## src/rtl/alu_operand_stage.sv

```systemverilog
// ID/EX pipeline register in front of the ALU. Resolves operand forwarding
// at capture time, builds the B operand and inserts load-use bubbles.
module alu_operand_stage #(
   parameter int DP_WIDTH  = 32,
   parameter int CNT_WIDTH = 16
) (
   input  logic                 clk,
   input  logic                 rst,
   input  logic                 id_valid,
   input  logic [5:0]           id_op_code,
   input  logic [5:0]           id_func_code,
   input  logic [4:0]           id_shamt,
   input  logic [4:0]           id_rs,
   input  logic [4:0]           id_rt,
   input  logic [4:0]           id_rd,
   input  logic [DP_WIDTH-1:0]  id_rs_data,
   input  logic [DP_WIDTH-1:0]  id_rt_data,
   input  logic [15:0]          id_imm,
   input  logic [1:0]           id_imm_mode,
   input  logic                 id_uses_rs,
   input  logic                 id_uses_rt,
   input  logic                 id_reg_write,
   input  logic                 id_mem_read,
   input  logic                 id_mem_write,
   input  logic [DP_WIDTH-1:0]  ex_alu_result,
   input  logic                 mem_reg_write,
   input  logic [4:0]           mem_rd,
   input  logic [DP_WIDTH-1:0]  mem_data,
   input  logic                 wb_reg_write,
   input  logic [4:0]           wb_rd,
   input  logic [DP_WIDTH-1:0]  wb_data,
   input  logic                 flush,
   input  logic                 hold,
   output logic                 stall_id,
   output logic                 ex_valid,
   output logic [DP_WIDTH-1:0]  ex_a,
   output logic [DP_WIDTH-1:0]  ex_b,
   output logic [DP_WIDTH-1:0]  ex_store_data,
   output logic [4:0]           ex_shamt,
   output logic [5:0]           ex_op_code,
   output logic [5:0]           ex_func_code,
   output logic [4:0]           ex_rd,
   output logic                 ex_reg_write,
   output logic                 ex_mem_read,
   output logic                 ex_mem_write,
   output logic [CNT_WIDTH-1:0] stall_count
);

   localparam int EXT_W = DP_WIDTH - 16;

   logic                ex_fwd_en;
   logic [DP_WIDTH-1:0] rs_fwd;
   logic [DP_WIDTH-1:0] rt_fwd;
   logic [DP_WIDTH-1:0] b_next;
   logic                hazard;

   // Priority EX > MEM > WB > register file; r0 is never forwarded.
   function automatic logic [DP_WIDTH-1:0] fwd_sel(
      input logic [4:0]          idx,
      input logic [DP_WIDTH-1:0] rf_val,
      input logic                ex_en,
      input logic [4:0]          ex_idx,
      input logic [DP_WIDTH-1:0] ex_val,
      input logic                mem_en,
      input logic [4:0]          mem_idx,
      input logic [DP_WIDTH-1:0] mem_val,
      input logic                wb_en,
      input logic [4:0]          wb_idx,
      input logic [DP_WIDTH-1:0] wb_val
   );
      logic [DP_WIDTH-1:0] res;
      res = rf_val;
      if (idx != 5'd0) begin
         if (ex_en && (ex_idx == idx))
            res = ex_val;
         else if (mem_en && (mem_idx == idx))
            res = mem_val;
         else if (wb_en && (wb_idx == idx))
            res = wb_val;
      end
      return res;
   endfunction

   // A load in EX has no result yet, so it is excluded from EX forwarding.
   assign ex_fwd_en = ex_valid & ex_reg_write & ~ex_mem_read;

   always_comb begin
      rs_fwd = fwd_sel(id_rs, id_rs_data, ex_fwd_en, ex_rd, ex_alu_result,
                       mem_reg_write, mem_rd, mem_data,
                       wb_reg_write, wb_rd, wb_data);
      rt_fwd = fwd_sel(id_rt, id_rt_data, ex_fwd_en, ex_rd, ex_alu_result,
                       mem_reg_write, mem_rd, mem_data,
                       wb_reg_write, wb_rd, wb_data);
   end

   always_comb begin
      b_next = rt_fwd;
      case (id_imm_mode)
         2'b01:   b_next = {{EXT_W{id_imm[15]}}, id_imm};
         2'b10:   b_next = {{EXT_W{1'b0}}, id_imm};
         2'b11:   b_next = {id_imm, {EXT_W{1'b0}}};
         default: b_next = rt_fwd;
      endcase
   end

   assign hazard = id_valid & ex_valid & ex_mem_read & (ex_rd != 5'd0) &
                   ((id_uses_rs & (ex_rd == id_rs)) |
                    (id_uses_rt & (ex_rd == id_rt)));

   assign stall_id = hazard | hold;

   always_ff @(posedge clk) begin
      if (rst) begin
         ex_valid      <= 1'b0;
         ex_a          <= '0;
         ex_b          <= '0;
         ex_store_data <= '0;
         ex_shamt      <= '0;
         ex_op_code    <= '0;
         ex_func_code  <= '0;
         ex_rd         <= '0;
         ex_reg_write  <= 1'b0;
         ex_mem_read   <= 1'b0;
         ex_mem_write  <= 1'b0;
         stall_count   <= '0;
      end else if (!hold) begin
         // Data fields load on every non-held cycle; they only matter when valid.
         ex_a          <= rs_fwd;
         ex_b          <= b_next;
         ex_store_data <= rt_fwd;
         ex_shamt      <= id_shamt;
         ex_op_code    <= id_op_code;
         ex_func_code  <= id_func_code;
         ex_rd         <= id_rd;
         if (flush || hazard) begin
            ex_valid     <= 1'b0;
            ex_reg_write <= 1'b0;
            ex_mem_read  <= 1'b0;
            ex_mem_write <= 1'b0;
         end else begin
            ex_valid     <= id_valid;
            ex_reg_write <= id_reg_write & id_valid;
            ex_mem_read  <= id_mem_read & id_valid;
            ex_mem_write <= id_mem_write & id_valid;
         end
         if (!flush && hazard && (stall_count != {CNT_WIDTH{1'b1}}))
            stall_count <= stall_count + CNT_WIDTH'(1);
      end
   end

endmodule

```

## config.mk

```make
export PLATFORM = sky130hd
export DESIGN_NAME = alu_operand_stage
export DESIGN_NICKNAME = d
export VERILOG_FILES = /design/src/rtl/alu_operand_stage.sv
export SDC_FILE = /design/constraint.sdc
export NUM_CORES = 1
export LEC_CHECK = 0
export BUFFER_PORTS_ARGS = -buffer_cell sky130_fd_sc_hd__buf_4
export CORE_ASPECT_RATIO = 0.9
export CORE_UTILIZATION = 25
export DETAILED_ROUTE_END_ITERATION = 6
export PLACE_DENSITY = 0.48
export SLEW_MARGIN = 5
export SYNTH_ARGS = -nofsm -noshare
export SYNTH_HDL_FRONTEND = slang
export SYNTH_SLANG_ARGS = --single-unit
```

## constraint.sdc

```tcl
create_clock -name clk -period 1.76 [get_ports clk]
set_input_delay 0.176 -clock clk [delete_from_list [all_inputs] [get_ports clk]]
set_output_delay 0.176 -clock clk [all_outputs]
set_load 0.01 [all_outputs]
```

Word-level counts from Yosys, hierarchy flattened --
Cells that the tools add are included.
Operators by class: $add $sub $neg 1, eq/ne operators 10, muxes and demuxes 13, reduce and logical (&&, ||, !) cells 14, bitwise logic cells 15
Operators by type and width (number):
- $mux W32 | 8
- $pmux W32 S3 | 1
- $eq A5 B5 Y1 | 6
- $add A16 B1 Y16 const B | 1
- $ne A16 B16 Y1 const B | 1
- $reduce_bool A5 Y1 | 3
- $and A1 B1 Y1 | 11
- $logic_and A1 B1 Y1 | 8
- $eq A2 B2 Y1 const B | 2
- $mux W1 | 4
- $eq A2 B1 Y1 const B | 1
- $not A1 Y1 | 2
- $or A1 B1 Y1 | 2
- $reduce_and A2 Y1 | 1
- $logic_not A1 Y1 | 1
- $logic_or A1 B1 Y1 | 1
Word-level totals: logic and storage cells 65, output and inout bits 139, bits of input ports 232, flip-flop bits (word level) 138

Logic depth before layout (Yosys ltp) --
word-level depth 7, gate-level depth with buffers 9, mapped depth without buffers 6

Least setup slack after synthesis --
OpenSTA, ideal clock, no wires.
kind reg2reg, start reg ex_rd[2], end reg stall_count[5], library setup time 0.121 ns, path buffers 1, clock period less this slack 1.940 ns, data required time 1.639 ns, slack -0.180 ns, data arrival time 1.820 ns, stages on the path, launching flop included 8, cells stage by stage dfxtp_1 > xor2_1 > nor3_1 > and3_1 > o21bai_1 > buf_6 > nor4_1 > mux2_2
On the way: cells in the longest elaborated chain, start to end 7, elaborated cells between the ends (all ways) 11, those cells by class eq/ne (2); bitwise (5); reduce/logical (4)
RTL lines:
- start, declared | RTL line 42 | output logic [4:0] ex_rd,
- start signal, assigned | RTL line 134 | ex_rd <= id_rd;
- $eq A5 B5 Y1 (on tied branches) | RTL line 107, 108
- $and A1 B1 Y1 (on tied branches) | RTL line 107, 108
- $or A1 B1 Y1 | RTL line 107 | ((id_uses_rs & (ex_rd == id_rs)) |
- $and A1 B1 Y1 (*) | RTL line 106 | assign hazard = id_valid & ex_valid & ex_mem_read & (ex_rd != 5'd0) &
- $logic_and A1 B1 Y1 (*) (2 in a row) | RTL line 146 | if (!flush && hazard && (stall_count != {CNT_WIDTH{1'b1}}))
- $reduce_and A2 Y1 (no source line) (*)
- end signal, assigned | RTL line 147 | stall_count <= stall_count + CNT_WIDTH'(1);
- end, declared | RTL line 46 | output logic [CNT_WIDTH-1:0] stall_count
Mark *: on every way between the ends. The rest lies on a longest branch, timed or not. A chain may end at the register's enable or synchronous reset.

Worst setup path after layout --
start reg ex_rd[3], end out stall_id
On the way: cells in the longest elaborated chain, start to end 5, elaborated cells between the ends (all ways) 9, those cells by class eq/ne (2); bitwise (6); reduce/logical (1)
RTL lines:
- $eq A5 B5 Y1 (on tied branches) | RTL line 107, 108
- $and A1 B1 Y1 (on tied branches) | RTL line 107, 108
- $or A1 B1 Y1 | RTL line 107
- $and A1 B1 Y1 (*) | RTL line 106
- $or A1 B1 Y1 (*) | RTL line 110 | assign stall_id = hazard | hold;
- end, declared | RTL line 34 | output logic stall_id,
Marked as above.

==> impl_results.md <==
* Status: finished, violations left
* Failing checks: negative setup slack
* Dpl ws at -0.4105 ns
* Post-synth ARST share at 0%
* Core area at 35220 um^2
* Largest net degree at the start of global routing at between 100 and 150
* Pwr Density at roughly 650 nW/um^2
* Final period utilization at 125.4%
* Yosys warning count at 0
* Final Hold Viols at 0
* #FFs+latches synth at roughly 140
* DR WL met2 at 23630 um
* Number of global-route vias before repair at 11110
* First-pass GRT wire length at between 70000 and 80000 um
* Startpoint Class: register
* Crit end category: output pin
* Die W at 201.7 um
* Actual slew at the worst max-slew pin at between 1 and 1.5 ns
* Share of post-route cells with drive strength above 1 at 49.55%
* TritonCTS Buffers at 17
* Leak at around 0.0066 uW
* Most common cell in the synthesized netlist: dfxtp_1
* Final setup viols at roughly 120
* Sequential area share after synthesis at a little under a third
* Synth-to-Final Area Change at 75.23%
* CTS tree: done
* Final WS setup at -0.4473 ns
* Final slew viol count at 0
* Detailed Route WL at 49680 um
* Rows at 65
* GR Overflow Total at 0
* Post-synth EDFFs at 0
* Synth cell count leaders: 138 x dfxtp_1, 72 x clkbuf_1, 71 x inv_1
* Syn Nets at 1292
* Post-DRT Antenna Nets at 0
* Unrepaired setup endpoints after global routing: yes
* Critical path class: register to output pin
* DR WL/cell at 24.48 um
* Post-synthesis area per instance at about 8.5 um^2
* Number of buffers inserted by port buffering at 370
* Worst Path Arrival at 2.03 ns
* H-tree depth at 4
* Synth top area share at 30.79%
* Gpl congestion at slightly below 0.9
* Sink Count at ~140
* Cells after synthesis at between 1000 and 1500
* CP required at 1.58 ns
* Top post-synthesis cells by area: dfxtp_1 31%, a221oi_1 6.8%, mux2i_1 6.2%
* Die height at 181.7 um
* Worst-Skew Late Latency at between 0.4 and 0.5 ns
* Fin nets at ~1800
* Top routing layer in use: met5
* Synth area leader: dfxtp_1
* Clk slew on worst S/H paths at 0.07 ns
* Initial antenna violation count at 4
* Initial DRT Pass Iterations at 5
* Wl on met1 at 20650 um
* Gr usage total at 26.26%
* # IOs at 371
* DR iter-0 viols at 740
* Peak supply drop at about 0.66 mV
* Synth Flop Type: dfxtp_1
* Vias post-DR at 11090
* Initial core utilization at about a quarter
* Crit path max fanout at 3
* Die footprint at roughly 37000 um^2
* Vias per inst at 5.465
* Netlist Area Pre-Place at around 9000 um^2
* Minimum clock period after layout at between 2 and 2.5 ns
* Synth cell types at 61
* Layout Skew at ~0.012 ns
* Peak Freq at ~450 MHz
* Drt drc at 0
* Max Root-Sink Buffers at 2
* Worst hold path class: input port to register
* Fin Hold WS at ~0.03 ns
* Post-detail-place hpwl at between 30000 and 40000 um
* Root Driver: clkbuf_16
* Met3 wire len at 3993 um
* Max Cap Violations at 0
* Relative slew slack at between 20% and 30%
[cell families after synthesis]
| group | Yosys count | synth area share (%) |
|---|---|---|
| muxes | 61 | 6.876 |
| AOI/OAI and AO/OA | 405 | 35.45 |
| and+or+nand+nor | 246 | 14.77 |
| xor gates and xnor gates | 31 | 3.026 |
| buffers and inverters | 176 | 8.829 |
| DFF | 138 | 30.79 |
| adders and majority gates | 2 | 0.2510 |
[metal layers]
layer	global-route usage [%]	vias to the layer above
met5	0	-
met4	8.364	4
met3	6.335	86
met2	43.86	515
met1	33.12	5414
li1	-	5069
[path summary, 6_finish.rpt]
| path | start | end | slack, ns | cells past startpoint |
|---|---|---|---|---|
| min | id_mem_write | ex_mem_write$_SDFFE_PP0N_ | 0.03 | 3 |
| min reg2reg | ex_store_data[9]$_SDFFE_PP0N_ | ex_store_data[9]$_SDFFE_PP0N_ | 0.47 | 2 |
| max | ex_rd[3]$_SDFFE_PP0N_ | stall_id | -0.45 | 7 |
| max reg2reg | ex_rd[3]$_SDFFE_PP0N_ | stall_count[9]$_SDFFE_PP0P_ | -0.42 | 10 |
[placed cells by master, fill, tap and decap left out, types with 13 or more instances in the layout]
| master | instances |
|---|---|
| buf_4 | 491 |
| dfxtp_1 | 128 |
| inv_1 | 71 |
| mux2i_1 | 56 |
| nand2_1 | 51 |
| nor2_1 | 41 |
| a221oi_2 | 38 |
| a221o_1 | 35 |
| o21ai_0 | 32 |
| o22ai_1 | 32 |
| buf_12 | 29 |
| a32o_1 | 28 |
| a21oi_1 | 26 |
| o211ai_2 | 25 |
| nand3_1 | 23 |
| a221oi_1 | 23 |
| dlygate4sd3_1 | 22 |
| nor2b_1 | 20 |
| clkbuf_16 | 19 |
| buf_6 | 19 |
| a211oi_1 | 17 |
| o21a_1 | 16 |
| nand2b_1 | 16 |
| xnor2_1 | 15 |
| o311a_1 | 15 |
| o21ai_4 | 15 |
| a211oi_2 | 15 |
| or3b_1 | 14 |
| nand4_1 | 13 |
| o21ai_1 | 13 |
[final cells by class]
class	count	area, um^2
antenna	2	5.005
multi-input combinational	745	6514
clock buffer	19	442.9
clock inverter	13	188.9
inverter	71	266.5
sequential	138	2780
tap	469	586.8
fill	3415	19490
timing repair buffer	572	4936
[through the flow]
stage	instance area [um^2]	util, %	cells	total power (uW)	setup TNS [ns]
2_1_floorplan	9042	-	1059	4415	-0.1788
3_3_place_gp	13250	37.62	1936	5741	-29.62
3_5_place_dp	13250	37.62	1936	5757	-30.51
4_1_cts	15220	43.22	2018	10140	-36.58
5_1_grt	15720	44.63	2028	10570	-41.63
6_report	15720	44.64	2029	10160	-32.74
[sequential cells by signal, indices dropped and copies added (netlist names)]
name           cells
ex_mem_read        1
ex_b              32
ex_rd              5
ex_func_code       6
stall_count       16
ex_a              32
ex_store_data     32
ex_reg_write       1
ex_shamt           5
ex_op_code         6
ex_mem_write       1
ex_valid           1
[power breakdown]
| group | switching (uW) | total, uW | internal [uW] |
|---|---|---|---|
| Combinational | 1330 | 2630 | 1300 |
| Sequential | 128 | 3450 | 3320 |
| Clock | 1650 | 4080 | 2430 |
| Total | 3110 | 10200 | 7050 |
[repair_timing]
| item | in CTS | in global routing |
|---|---|---|
| pin swaps | 24 | 59 |
| buffers inserted | 21 | 16 |
| hold buffers | 22 | 0 |
| cloned | 9 | 2 |
| gates resized for setup | 174 | 85 |
| setup endpoints to repair | 112 | 117 |
| hold endpoints to repair | 22 | 0 |
[worst max-delay path, stage by stage (launching register included)]
cell	delay, ns
dfxtp_4	0.36
buf_6	0.12
or4_4	0.42
o2111ai_4	0.21
o21bai_4	0.17
buf_6	0.12
nand2_2	0.06
buf_6	0.12
No activity file was read; power rests on OpenSTA's default activity.
